==> config.mk <==
export PLATFORM = sky130hd
export DESIGN_NAME = draw_back_fx
export DESIGN_NICKNAME = d
export VERILOG_FILES = /design/src/rtl/draw_back_fx.sv
export SDC_FILE = /design/constraint.sdc
export NUM_CORES = 1
export LEC_CHECK = 0
export BUFFER_PORTS_ARGS = -buffer_cell sky130_fd_sc_hd__buf_2
export CAP_MARGIN = 20
export CORE_MARGIN = 5
export CORE_UTILIZATION = 45
export CTS_BUF_LIST = sky130_fd_sc_hd__clkbuf_4
export DETAILED_ROUTE_END_ITERATION = 6
export GPL_TIMING_DRIVEN = 0
export PLACE_DENSITY = 0.78
export SYNTH_ARGS = -nofsm -noshare
export SYNTH_HDL_FRONTEND = slang
export SYNTH_SLANG_ARGS = --single-unit
==> constraint.sdc <==
create_clock -name clk -period 1.8 [get_ports clk]
set_input_delay 0 -clock clk [delete_from_list [all_inputs] [get_ports clk]]
set_output_delay 0 -clock clk [all_outputs]
set_load 0.05 [all_outputs]
==> src/rtl/draw_back_fx.sv <==
// Background/overlay layer: playfield border plus INIT/DEAD/WIN message band.
// Mode latches only at frame start, so a request change never tears a frame.
module draw_back_fx #(
    parameter int unsigned LEFT         = 160,
    parameter int unsigned TOP          = 40,
    parameter int unsigned MAXX         = 640,
    parameter int unsigned MAXY         = 480,
    parameter int unsigned MSG_H        = 320,
    parameter int unsigned BORDER_W     = 72,
    parameter int unsigned CELL_LOG2    = 4,
    parameter int unsigned BLINK_FRAMES = 30,
    parameter int unsigned COLOR_W      = 4,
    parameter logic [COLOR_W-1:0] C_INIT   = 4'hE,
    parameter logic [COLOR_W-1:0] C_DEAD   = 4'hB,
    parameter logic [COLOR_W-1:0] C_WIN    = 4'hD,
    parameter logic [COLOR_W-1:0] C_BORDER = 4'hF
) (
    input  logic               clk,
    input  logic               rst,
    input  logic [10:0]        vcounter,
    input  logic [11:0]        hcounter,
    input  logic               dead,
    input  logic               init,
    input  logic               win,
    output logic [4:0]         glyph_row,
    output logic [4:0]         glyph_col,
    output logic [1:0]         glyph_sel,
    input  logic               glyph_bit,
    output logic [COLOR_W-1:0] out,
    output logic [1:0]         mode
);

    localparam logic [1:0] MODE_INIT = 2'b00;
    localparam logic [1:0] MODE_DEAD = 2'b01;
    localparam logic [1:0] MODE_IDLE = 2'b10;
    localparam logic [1:0] MODE_WIN  = 2'b11;

    localparam int unsigned FCW = (BLINK_FRAMES > 1) ? $clog2(BLINK_FRAMES) : 1;
    localparam logic [FCW-1:0] FC_LAST = FCW'(BLINK_FRAMES - 1);

    // All region arithmetic is done at 13 bits so sums never wrap.
    localparam logic [12:0] TOP13     = 13'(TOP);
    localparam logic [12:0] LEFT13    = 13'(LEFT);
    localparam logic [12:0] BW13      = 13'(BORDER_W);
    localparam logic [12:0] MSG_END   = 13'(TOP + MSG_H);
    localparam logic [12:0] RIGHT13   = 13'(LEFT + MAXX);
    localparam logic [12:0] RIGHT_END = 13'(LEFT + MAXX + BORDER_W);
    localparam logic [12:0] BOT13     = 13'(TOP + MAXY);
    localparam logic [12:0] BOT_END   = 13'(TOP + MAXY + BORDER_W);

    logic [1:0]         mode_q, mode_d, req_mode;
    logic [FCW-1:0]     frame_q, frame_d;
    logic               blink_q, blink_d;
    logic [1:0]         pal_q, pal_d;
    logic [COLOR_W-1:0] out_q, out_d;
    logic [COLOR_W-1:0] pal_mask;
    logic [12:0]        v13, h13, vrel, hrel;
    logic               fs, in_msg, in_border;

    assign v13  = {2'b00, vcounter};
    assign h13  = {1'b0, hcounter};
    assign vrel = v13 - TOP13;
    assign hrel = h13 - LEFT13;
    assign fs   = (vcounter == 11'd0) && (hcounter == 12'd0);

    assign glyph_row = vrel[CELL_LOG2 +: 5];
    assign glyph_col = hrel[CELL_LOG2 +: 5];
    assign glyph_sel = mode_q;
    assign mode      = mode_q;
    assign out       = out_q;

    always_comb begin
        req_mode = MODE_IDLE;
        if (dead) begin
            req_mode = MODE_DEAD;
        end else if (init) begin
            req_mode = MODE_INIT;
        end else if (win) begin
            req_mode = MODE_WIN;
        end
    end

    always_comb begin
        mode_d  = mode_q;
        frame_d = frame_q;
        blink_d = blink_q;
        pal_d   = pal_q;
        if (fs) begin
            if (req_mode != mode_q) begin
                mode_d  = req_mode;
                frame_d = '0;
                blink_d = 1'b1;
                pal_d   = 2'd0;
            end else if (frame_q == FC_LAST) begin
                frame_d = '0;
                blink_d = ~blink_q;
                pal_d   = pal_q + 2'd1;
            end else begin
                frame_d = frame_q + FCW'(1);
            end
        end
    end

    always_comb begin
        in_msg = (v13 >= TOP13) && (v13 < MSG_END) && (h13 >= LEFT13) && (h13 < RIGHT13);
        in_border = !in_msg &&
                    (((v13 >= BOT13) && (v13 < BOT_END)) ||
                     ((v13 < TOP13) && ((v13 + BW13) >= TOP13)) ||
                     ((h13 >= RIGHT13) && (h13 < RIGHT_END)) ||
                     ((h13 < LEFT13) && ((h13 + BW13) >= LEFT13)));
    end

    // Palette mask is {pal, pal} repeated across the colour width.
    always_comb begin
        pal_mask = '0;
        for (int i = 0; i < int'(COLOR_W); i++) begin
            pal_mask[i] = pal_q[i[0]];
        end
    end

    always_comb begin
        out_d = '0;
        if (in_msg) begin
            case (mode_q)
                MODE_INIT: out_d = glyph_bit ? C_INIT : '0;
                MODE_DEAD: out_d = (glyph_bit && blink_q) ? C_DEAD : '0;
                MODE_WIN:  out_d = glyph_bit ? C_WIN : '0;
                default:   out_d = '0;
            endcase
        end else if (in_border) begin
            out_d = (mode_q == MODE_WIN) ? (C_BORDER ^ pal_mask) : C_BORDER;
        end
    end

    always_ff @(posedge clk) begin
        if (rst) begin
            mode_q  <= MODE_IDLE;
            frame_q <= '0;
            blink_q <= 1'b1;
            pal_q   <= 2'd0;
            out_q   <= '0;
        end else begin
            mode_q  <= mode_d;
            frame_q <= frame_d;
            blink_q <= blink_d;
            pal_q   <= pal_d;
            out_q   <= out_d;
        end
    end

endmodule

==> flow_metrics.env, run 1 <==
export IMPL_p_int_mw=0.4953
export IMPL_reg2reg_slack_ns=0.12
export IMPL_critPathKind="input port to flop"
export IMPL_yosysWarnings=0
export IMPL_hp_class="input port to flop"
export IMPL_cts_buffers=3
export IMPL_yosys_area_top_type="dfxtp_1"
export IMPL_r2r_end="pal_q[1]$_SDFFE_PP0P_"
export IMPL_cts_clk_slew_worst_paths_ns=0.09
export IMPL_ioPinCount=47
export IMPL_powerDensity_nw_per_um2=502.3
export IMPL_nets=234
export IMPL_cts_max_level=1
export IMPL_setup_viol=0
export IMPL_timing_rr_start="glyph_sel[1]$_SDFFE_PP1P_"
export IMPL_cts_hold_repair_buffers=0
export IMPL_cp_start_kind="input port"
export IMPL_overflow=0
export IMPL_ys_top_cells_by_area="dfxtp_1 24%, ha_1 8.6%, xor2_1 5.3%"
export IMPL_critPathBufInv=1
export IMPL_die_w_um=60.80
export IMPL_max_slew_margin_pct=64.83
export IMPL_io_buffers=45
export IMPL_wire_per_inst_um=13.56
export IMPL_crit_required_ns=2.00
export IMPL_rows=18
export IMPL_pwr_share_seq_pct=40.5
export IMPL_synth_top_family_by_area="simple AND/OR/NAND/NOR gates"
export IMPL_synth_area_um2=1161
export IMPL_initial_core_util_pct=46.87
export IMPL_ys_top_cells_by_count="14 x dfxtp_1, 13 x nor2_1, 12 x inv_1"
export IMPL_slew_violations=0
export IMPL_hold_path_depth=3
export IMPL_fp_dieArea_um2=3696
export IMPL_final_layout_size_suffix_gt1_share_pct=36.73
export IMPL_core_um2=2477
export IMPL_ys_seq_elements=14
export IMPL_grt_usage_pct=16.94
export IMPL_synth_adder_area_share_pct=8.621
export IMPL_grt_pass1_vias=1174
export IMPL_status="finished, final reports clean"
export IMPL_tns_ns=0
export IMPL_place_area_um2=1438
export IMPL_p_switching_mw=0.2746
export IMPL_ir_worst_vdd_uv=627.1
export IMPL_vias=1263
export IMPL_netSwitchingFraction_pct=35.67
export IMPL_arrival_ns=1.95
export IMPL_synthSimpleGateAreaFrac_pct=27.26
export IMPL_cts_sinks=14
export IMPL_clkLatencyLatePin_ns=0.28
export IMPL_clock_skew_ns=0.009077
export IMPL_timing_final_crit_share_pct=96.94
export IMPL_via_per_inst=5.588
export IMPL_crit_family="simple AND/OR/NAND/NOR gates"
export IMPL_clockRootBuffer="clkbuf_4"
export IMPL_worstPathMaxFanout=4
export IMPL_async_flop_share_pct=0
export IMPL_clockPowerShare_pct=25.7
export IMPL_maxCapViolations=0
export IMPL_cpMostUsedCell="or4_4"
export IMPL_critPathMaxStageDelay_ns=0.52
export IMPL_seq_area_frac_synth_pct=24.14
export IMPL_synthDistinctLibCells=44
export IMPL_post_dp_hpwl_um=2467
export IMPL_area_delta_synth_final_pct=32.00
export IMPL_synth_compound_area_share_pct=22.31
export IMPL_critPathCaptureType="flop"
export IMPL_crit_chain="buf_8 -> or4_4 -> or4_4 -> nor3_4 -> nand3_2 -> or3b_1 -> a21oi_1"
export IMPL_design_area_um2=1533
export IMPL_synth_edf_count=0
export IMPL_worstMarginPinSlew_ns=0.5209
export IMPL_synth_top_area_share_pct=24.14
export IMPL_synth_flop_cell="dfxtp_1"
export IMPL_leakagePower_nw=0.6769
export IMPL_synth_mux_area_share_pct=1.832
export IMPL_drt_pass1_iter_count=5
export IMPL_antenna_found_initial=0
export IMPL_die_h_um=60.80
export IMPL_worstHoldStart="glyph_bit"
export IMPL_synth_xor_xnor_area_share_pct=8.297
export IMPL_drt_total_wl_um=3065
export IMPL_crit_slowest_cell="or4_4"
export IMPL_avgSynthCellArea_um2=7.953
export IMPL_syn_inst=146
export IMPL_antenna_cells=0
export IMPL_hold_viol=0
export IMPL_cts_tree="yes"
export IMPL_synth_fp_nets=183
export IMPL_ant_nets=0
export IMPL_fmax_ghz=0.5731
export IMPL_grt_pass1_wl_um=4871
export IMPL_clock_path_buffers=2
export IMPL_final_util_pct=61.87
export IMPL_grt_max_degree=13
export IMPL_drc=0
export IMPL_period_needed_ns=1.745
export IMPL_whs_endpoint="out[1]$_SDFF_PP0_"
export IMPL_rsz0062_at_grt="yes"
export IMPL_combPwrFrac_pct=33.8
export IMPL_yosys_cell_count_top_type="dfxtp_1"
export IMPL_place_gp_congestion=0.8630
export IMPL_r2r_cells=6
export IMPL_drtIter0Drc=28
[metal layers]
layer	vias to the layer above	part of all wire [%]	routed length (um)	GRT usage [%]
li1	632	-	-	-
met2	39	55	1685	31.45
met3	0	6.6	201	5.957
met1	592	38	1177	18.62
met4	0	0	0	3.096
met5	-	0	0	0
[worst reg2reg max path, delay by kind of cell (launching register included)]
| kind | cells | cell delay (ns) |
|---|---|---|
| simple gates | 3 | 0.67 |
| flops | 1 | 0.41 |
| compound gates | 3 | 0.52 |
[per-stage QoR]
step | std cells | total power [mW] | setup WS (ns) | hold slack (ns)
after floorplan | 146 | 0.4807 | 0.0005554 | 0.1671
after global placement | 221 | 0.5597 | -0.2940 | 0.3225
after detailed placement | 221 | 0.5674 | -0.4529 | 0.3474
after CTS | 225 | 0.7756 | 0.01132 | 0.04609
after global routing | 226 | 0.8104 | -0.008521 | 0.06380
final | 226 | 0.7700 | 0.05506 | 0.05826
[kinds of logic after synthesis]
family / count (synthesis)
AOI/OAI and AO/OA: 38
xor gates and xnor gates: 11
adders and majority gates: 8
buffers and inverters: 20
DFF: 14
muxes: 2
and+or+nand+nor: 53
[placed cells by master, fill, tap and decap left out, types with 2 or more instances in the layout]
cell	synthesis	layout
clkbuf_1	4	3
a211oi_1	3	2
xor2_1	7	7
o21ai_0	11	11
buf_2	1	42
buf_4	3	5
xnor2_1	4	4
nor2_1	13	12
nor3_1	5	5
nand2_1	7	7
ha_1	8	8
o32ai_1	3	3
a21o_1	2	2
o311ai_0	2	2
nor2b_1	3	3
a2111oi_0	3	2
a21boi_0	3	2
buf_6	0	3
nand2b_1	3	3
clkbuf_4	0	4
dfxtp_1	14	12
nand4_1	4	4
nand3_1	2	2
or4_4	1	2
or3_1	2	2
a21oi_1	6	6
inv_1	12	12
[sequential cells by signal (all words and copies together), names as in the netlist]
name and count:
blink_q 1, frame_q 5, glyph_sel 2, out 4
pal_q 2
[final cells by class]
type | count | area (um^2)
Sequential cell | 14 | 285.3
Clock buffer | 4 | 30.03
Fill cell | 232 | 944.7
Timing Repair Buffer | 47 | 262.8
Buffer | 7 | 45.04
Multi-Input combinational cell | 112 | 827.0
Inverter | 12 | 45.04
Tap cell | 30 | 37.54
[worst max path at each step]
stage	start	endpoint	slack, ns	depth (start not counted)
floorplan	glyph_sel[1]$_SDFFE_PP1P_	frame_q[1]$_SDFFE_PP0P_	0.0006	7
global placement	hcounter[8]	out[2]$_SDFF_PP0_	-0.29	7
detailed placement	hcounter[8]	out[0]$_SDFF_PP0_	-0.45	7
CTS	vcounter[3]	pal_q[1]$_SDFFE_PP0P_	0.01	7
global route	vcounter[3]	pal_q[1]$_SDFFE_PP0P_	-0.009	7
finish	vcounter[3]	pal_q[1]$_SDFFE_PP0P_	0.06	7
[power groups by stage]
stage | sequential (mW) | clock (mW) | combinational [mW]
6_report | 0.312 | 0.198 | 0.261
3_3_place_gp | 0.319 | 0 | 0.241
2_1_floorplan | 0.331 | 0 | 0.150
5_1_grt | 0.312 | 0.220 | 0.278
4_1_cts | 0.312 | 0.212 | 0.252
3_5_place_dp | 0.319 | 0 | 0.248
[timing repair]
action,CTS,global route
pin swaps,2,6
gates resized for setup,6,15
setup buffers,1,1
setup endpoints to repair,8,8
(Power assumes the default switching activity.)
==> inputs of run 2 (changes only) <==
--- a/config.mk
+++ b/config.mk
@@ -12,7 +12,8 @@
 export CTS_BUF_LIST = sky130_fd_sc_hd__clkbuf_4
 export DETAILED_ROUTE_END_ITERATION = 6
 export GPL_TIMING_DRIVEN = 0
-export PLACE_DENSITY = 0.78
+export PLACE_DENSITY = 0.82
+export SLEW_MARGIN = 25
 export SYNTH_ARGS = -nofsm -noshare
 export SYNTH_HDL_FRONTEND = slang
 export SYNTH_SLANG_ARGS = --single-unit
==> run 2 against run 1 <==
The run now ends with setup timing left. Routed wire length increased by 0.69%. Worst hold slack got worse by 0.026 ns. Sequential power barely moved. Sequential cell count unchanged. Critical path type unchanged. Largest power group unchanged.
==> flow_metrics.env, run 2 (synthesis results as in run 1) <==
export IMPL_nets=232
export IMPL_grt_max_degree=13
export IMPL_worstMarginPinSlew_ns=0.5074
export IMPL_arrival_ns=2.05
export IMPL_status="finished, violations left"
export IMPL_nFillCells=238
export IMPL_drt_pass1_iter_count=4
export IMPL_critPathCaptureType="flop"
export IMPL_grt_pass1_vias=1143
export IMPL_fmax_ghz=0.5445
export IMPL_clock_path_buffers=2
export IMPL_layout_common_cells="45 x buf_2, 12 x inv_1, 12 x nor2_1, 12 x dfxtp_1, 10 x o21ai_0"
export IMPL_crit_required_ns=2.01
export IMPL_area_delta_synth_final_pct=28.23
export IMPL_io_buffers=45
export IMPL_clock_skew_ns=0.004496
export IMPL_die_h_um=60.80
export IMPL_place_gp_congestion=0.9183
export IMPL_powerDensity_nw_per_um2=500.4
export IMPL_antenna_cells=0
export IMPL_clockRootBuffer="clkbuf_4"
export IMPL_antenna_found_initial=0
export IMPL_slew_violations=0
export IMPL_ioPinCount=47
export IMPL_core_um2=2477
export IMPL_setup_viol=1
export IMPL_post_dp_hpwl_um=2450
export IMPL_rsz0062_at_grt="yes"
export IMPL_maxCapViolations=0
export IMPL_ant_nets=0
export IMPL_r2r_end="frame_q[1]$_SDFFE_PP0P_"
export IMPL_hold_viol=0
export IMPL_drc=0
export IMPL_vias=1279
export IMPL_final_layout_size_suffix_gt1_share_pct=35.57
export IMPL_critPathKind="input port to flop"
export IMPL_period_needed_ns=1.837
export IMPL_layout_setup_ws_ns=-0.03657
export IMPL_violations="setup timing"
export IMPL_largest_reg_flops=5
export IMPL_power_total_mw=0.7450
export IMPL_cts_buffers=3
export IMPL_grt_usage_pct=16.33
export IMPL_dp_cells=221
export IMPL_stdcell_count=224
export IMPL_clkLatencyLatePin_ns=0.28
export IMPL_cts_sinks=14
export IMPL_cp_start_kind="input port"
export IMPL_top_register="frame_q"
export IMPL_layout_commonest_cell="buf_2"
export IMPL_drtIter0Drc=54
export IMPL_r2r_cells=6
export IMPL_cts_hold_repair_buffers=0
export IMPL_drt_total_wl_um=3086
export IMPL_leakagePower_nw=0.6587
export IMPL_via_per_inst=5.710
export IMPL_tns_ns=-0.03657
export IMPL_cp_endpoint="pal_q[1]$_SDFFE_PP0P_"
export IMPL_timing_rr_start="glyph_sel[1]$_SDFFE_PP1P_"
export IMPL_cts_clk_slew_worst_paths_ns=0.09
export IMPL_cts_max_level=1
export IMPL_overflow=0
export IMPL_grt_pass1_wl_um=4747
export IMPL_wire_per_inst_um=13.78
export IMPL_pre_cts_ws_ns=-0.3544
export IMPL_hp_class="input port to flop"
export IMPL_reg2reg_slack_ns=0.12
export IMPL_crit_start="vcounter[3]"
export IMPL_worstPathMaxFanout=6
export IMPL_ir_worst_vdd_uv=515.1
export IMPL_cts_tree="yes"
export IMPL_max_slew_margin_pct=65.74
export IMPL_initial_core_util_pct=46.87
export IMPL_rows=18
export IMPL_timing_final_crit_share_pct=102.0
export IMPL_die_w_um=60.80
export IMPL_fp_dieArea_um2=3696
[run 2: cell count changes in the layout (fill, tap and decap cells not counted), sizes merged]
cell | before | now
clkinv | 0 | 1
clkbuf | 7 | 5
buf | 51 | 50
[run 2: repair_timing]
action | CTS | global route
pin swaps | 2 | 4
gates resized for setup | 3 | 8
setup endpoints to repair | 4 | 8
setup buffers | 1 | 0
[run 2: worst min path at each step]
stage	from	slack (ns)	cells after the start	end
6_report	glyph_bit	0.03	3	out[1]$_SDFF_PP0_
5_1_grt	rst	0.04	3	out[1]$_SDFF_PP0_
4_1_cts	glyph_bit	0.02	3	out[1]$_SDFF_PP0_
3_5_place_dp	glyph_bit	0.32	3	out[1]$_SDFF_PP0_
3_3_place_gp	glyph_bit	0.32	3	out[1]$_SDFF_PP0_
2_1_floorplan	hcounter[4]	0.17	1	glyph_col[0]
[run 2: final cells by class]
class	count	area, um^2	area share [%]
Multi-Input combinational cell	112	824.5	55.38
Clock inverter	1	3.754	0.2521
Inverter	12	45.04	3.025
Sequential cell	14	285.3	19.16
Clock buffer	3	22.52	1.513
Buffer	6	37.54	2.521
Tap cell	30	37.54	2.521
Timing Repair Buffer	46	232.7	15.63
[run 2: through the flow]
stage	cell area (um^2)	util [%]	hold WS, ns
2_1_floorplan	1175	-	0.1671
3_3_place_gp	1438	58.03	0.3186
3_5_place_dp	1438	58.03	0.3182
4_1_cts	1470	59.34	0.02354
5_1_grt	1489	60.10	0.03824
6_report	1489	60.10	0.03233
[run 2: power by group]
group | total (mW) | internal [mW] | switching (mW) | leakage (nW)
Clock | 0.180 | 0.0803 | 0.100 | 0.0154
Combinational | 0.253 | 0.0762 | 0.177 | 0.530
Sequential | 0.312 | 0.311 | 0.000644 | 0.113
Total | 0.745 | 0.468 | 0.277 | 0.659
[run 2: layer usage]
| layer | up-vias | track usage, % | share of wire (%) |
|---|---|---|---|
| li1 | 626 | - | - |
| met1 | 603 | 17.73 | 38 |
| met2 | 48 | 32.06 | 54 |
| met3 | 2 | 4.255 | 7.6 |
| met4 | 0 | 2.167 | 0.49 |
| met5 | - | 0 | 0 |
[run 2: critical path, cell delays in order]
cell	delay, ns
buf_2	0.14
or4_1	0.51
or4_4	0.44
nor3_4	0.30
nand3_2	0.13
or3b_4	0.39
a21oi_2	0.13
==> inputs of run 3 (changes only) <==
--- a/config.mk
+++ b/config.mk
@@ -8,11 +8,13 @@
 export BUFFER_PORTS_ARGS = -buffer_cell sky130_fd_sc_hd__buf_2
 export CAP_MARGIN = 20
 export CORE_MARGIN = 5
-export CORE_UTILIZATION = 45
+export CORE_UTILIZATION = 50
 export CTS_BUF_LIST = sky130_fd_sc_hd__clkbuf_4
 export DETAILED_ROUTE_END_ITERATION = 6
 export GPL_TIMING_DRIVEN = 0
-export PLACE_DENSITY = 0.82
+export PLACE_DENSITY = 0.86
+export RECOVER_POWER = 25
+export SKIP_LAST_GASP = 1
 export SLEW_MARGIN = 25
 export SYNTH_ARGS = -nofsm -noshare
 export SYNTH_HDL_FRONTEND = slang
==> constraint.sdc (replaced) <==
create_clock -name clk -period 2.18 [get_ports clk]
set_input_delay 0 -clock clk [delete_from_list [all_inputs] [get_ports clk]]
set_output_delay 0 -clock clk [all_outputs]
set_load 0.05 [all_outputs]
==> run 3 against run 2 <==
Die area shrank 8.4%. First-iteration DRC count shrank 50%. Total power shrank 18%. Cell count shrank 0.89%. Sequential power shrank 17%. Routed wire length shrank 6.8%. The flow now finishes without violations. Critical endpoint is now frame_q[1]$_SDFFE_PP0P_.
==> flow_metrics.env, run 3 (synthesis results as in run 1) <==
export IMPL_status="finished, final reports clean"
export IMPL_worstMarginPinSlew_ns=0.8384
export IMPL_layout_commonest_cell="buf_2"
export IMPL_cts_resized=0
export IMPL_die_w_um=58.19
export IMPL_dp_cells=219
export IMPL_clock_path_buffers=2
export IMPL_worstPathMaxFanout=12
export IMPL_ir_worst_vdd_uv=333.2
export IMPL_overflow=0
export IMPL_slew_violations=0
export IMPL_final_layout_size_suffix_gt1_share_pct=26.80
export IMPL_initial_core_util_pct=52.49
export IMPL_postCtsSetupRepairBufs=0
export IMPL_fmax_ghz=0.5318
export IMPL_io_buffers=45
export IMPL_core_um2=2212
export IMPL_critPathCaptureType="flop"
export IMPL_grt_usage_pct=16.94
export IMPL_via_per_inst=5.586
export IMPL_cts_buffers=3
export IMPL_cp_start_kind="flop"
export IMPL_clockRootBuffer="clkbuf_4"
export IMPL_vias=1240
export IMPL_top_register="frame_q"
export IMPL_crit_chain="nor3b_1 -> a21oi_1 -> o31ai_1 -> a21boi_0 -> or2_1 -> a211oi_1"
export IMPL_critPathBufInv=0
export IMPL_top_usage_layer="met2"
export IMPL_crit_start="glyph_sel[1]$_SDFFE_PP1P_"
export IMPL_timing_rr_start="glyph_sel[1]$_SDFFE_PP1P_"
export IMPL_nFillCells=206
export IMPL_cts_clk_slew_worst_paths_ns=0.08
export IMPL_worstHoldStart="glyph_bit"
export IMPL_drt_pass1_iter_count=4
export IMPL_powerDensity_nw_per_um2=424.5
export IMPL_crit_family="compound AO/OA/AOI/OAI gates"
export IMPL_place_gp_congestion=0.7872
export IMPL_largest_reg_flops=5
export IMPL_wire_per_inst_um=12.95
export IMPL_cts_sinks=14
export IMPL_crit_required_ns=2.38
export IMPL_stdcell_count=222
export IMPL_fp_dieArea_um2=3386
export IMPL_hp_class="input port to flop"
export IMPL_max_slew_margin_pct=42.66
export IMPL_met3_usage_pct=5.122
export IMPL_timing_final_crit_share_pct=86.26
export IMPL_die_h_um=58.19
export IMPL_hold_viol=0
export IMPL_grt_pass1_vias=1132
export IMPL_cts_max_level=1
export IMPL_clkLatencyLatePin_ns=0.28
export IMPL_met1_usage_pct=19.35
export IMPL_area_delta_synth_final_pct=23.60
export IMPL_clock_skew_ns=0.0008309
export IMPL_leakagePower_nw=0.6173
export IMPL_crit_slowest_cell="dfxtp_2"
export IMPL_ant_nets=0
export IMPL_rsz0062_at_grt="no"
export IMPL_grt_use_met2_pct=31.13
export IMPL_drc=0
export IMPL_nets=232
export IMPL_rows=17
export IMPL_tns_ns=0
export IMPL_antenna_found_initial=0
export IMPL_cts_hold_repair_buffers=0
export IMPL_arrival_ns=2.08
export IMPL_antenna_cells=0
export IMPL_grt_max_degree=11
export IMPL_grt_pass1_wl_um=4588
export IMPL_critPathKind="flop to flop"
export IMPL_critPathMaxStageDelay_ns=0.43
export IMPL_final_util_pct=64.88
export IMPL_maxCapViolations=0
export IMPL_setup_viol=0
export IMPL_drt_total_wl_um=2875
export IMPL_ioPinCount=47
export IMPL_layout_common_cells="38 x buf_2, 13 x nor2_1, 13 x dfxtp_1, 12 x inv_1"
export IMPL_period_needed_ns=1.881
export IMPL_layout_setup_ws_ns=0.2995
export IMPL_drtIter0Drc=27
export IMPL_cts_tree="yes"
export IMPL_pre_cts_ws_ns=0.03877
export IMPL_post_dp_hpwl_um=2339
run 3: cell type report:
type,instances,area [um^2],share of cell area (%)
plain buffers,7,38.79,2.703
flip-flops and latches,14,281.5,19.62
clock buffers,3,22.52,1.569
inverters,12,45.04,3.139
multi-input cells,112,793.3,55.27
clock inverters,1,3.754,0.2616
well taps,28,35.03,2.441
repair buffers,45,215.2,15.00
run 3: metal layers:
layer  vias to the layer above  share of wire (%)  wire [um]
met5                         -                  0          0
met4                         0               0.38         11
met3                         2                6.3        181
met2                        32                 53       1513
met1                       576                 41       1168
li1                        630                  -          -
run 3: metrics by stage:
step                cell area, um^2  hold slack (ns)  total power, mW
floorplan                      1162           0.1671           0.3978
global route                   1435          0.04382           0.6382
CTS                            1449          0.02267           0.6135
global placement               1423           0.3181           0.4621
finish                         1435          0.03494           0.6092
detailed placement             1423           0.3125           0.4669
run 3: path summary, 6_finish.rpt:
check | to | slack (ns) | depth (start not counted)
setup / recovery | frame_q[1]$_SDFFE_PP0P_ | 0.30 | 6
hold / removal | out[1]$_SDFF_PP0_ | 0.03 | 3
setup reg to reg | frame_q[1]$_SDFFE_PP0P_ | 0.30 | 6
hold reg to reg | pal_q[1]$_SDFFE_PP0P_ | 0.52 | 2
run 3: tightest hold or removal path: stages:
cell and delay, ns:
buf_2 0.09, nand2_1 0.08, o32ai_1 0.10
run 3: power by group:
part	internal [mW]	total [mW]	switching [mW]
registers	0.258	0.259	0.000599
clock network	0.0665	0.150	0.0831
logic	0.0590	0.201	0.142
total	0.384	0.609	0.226
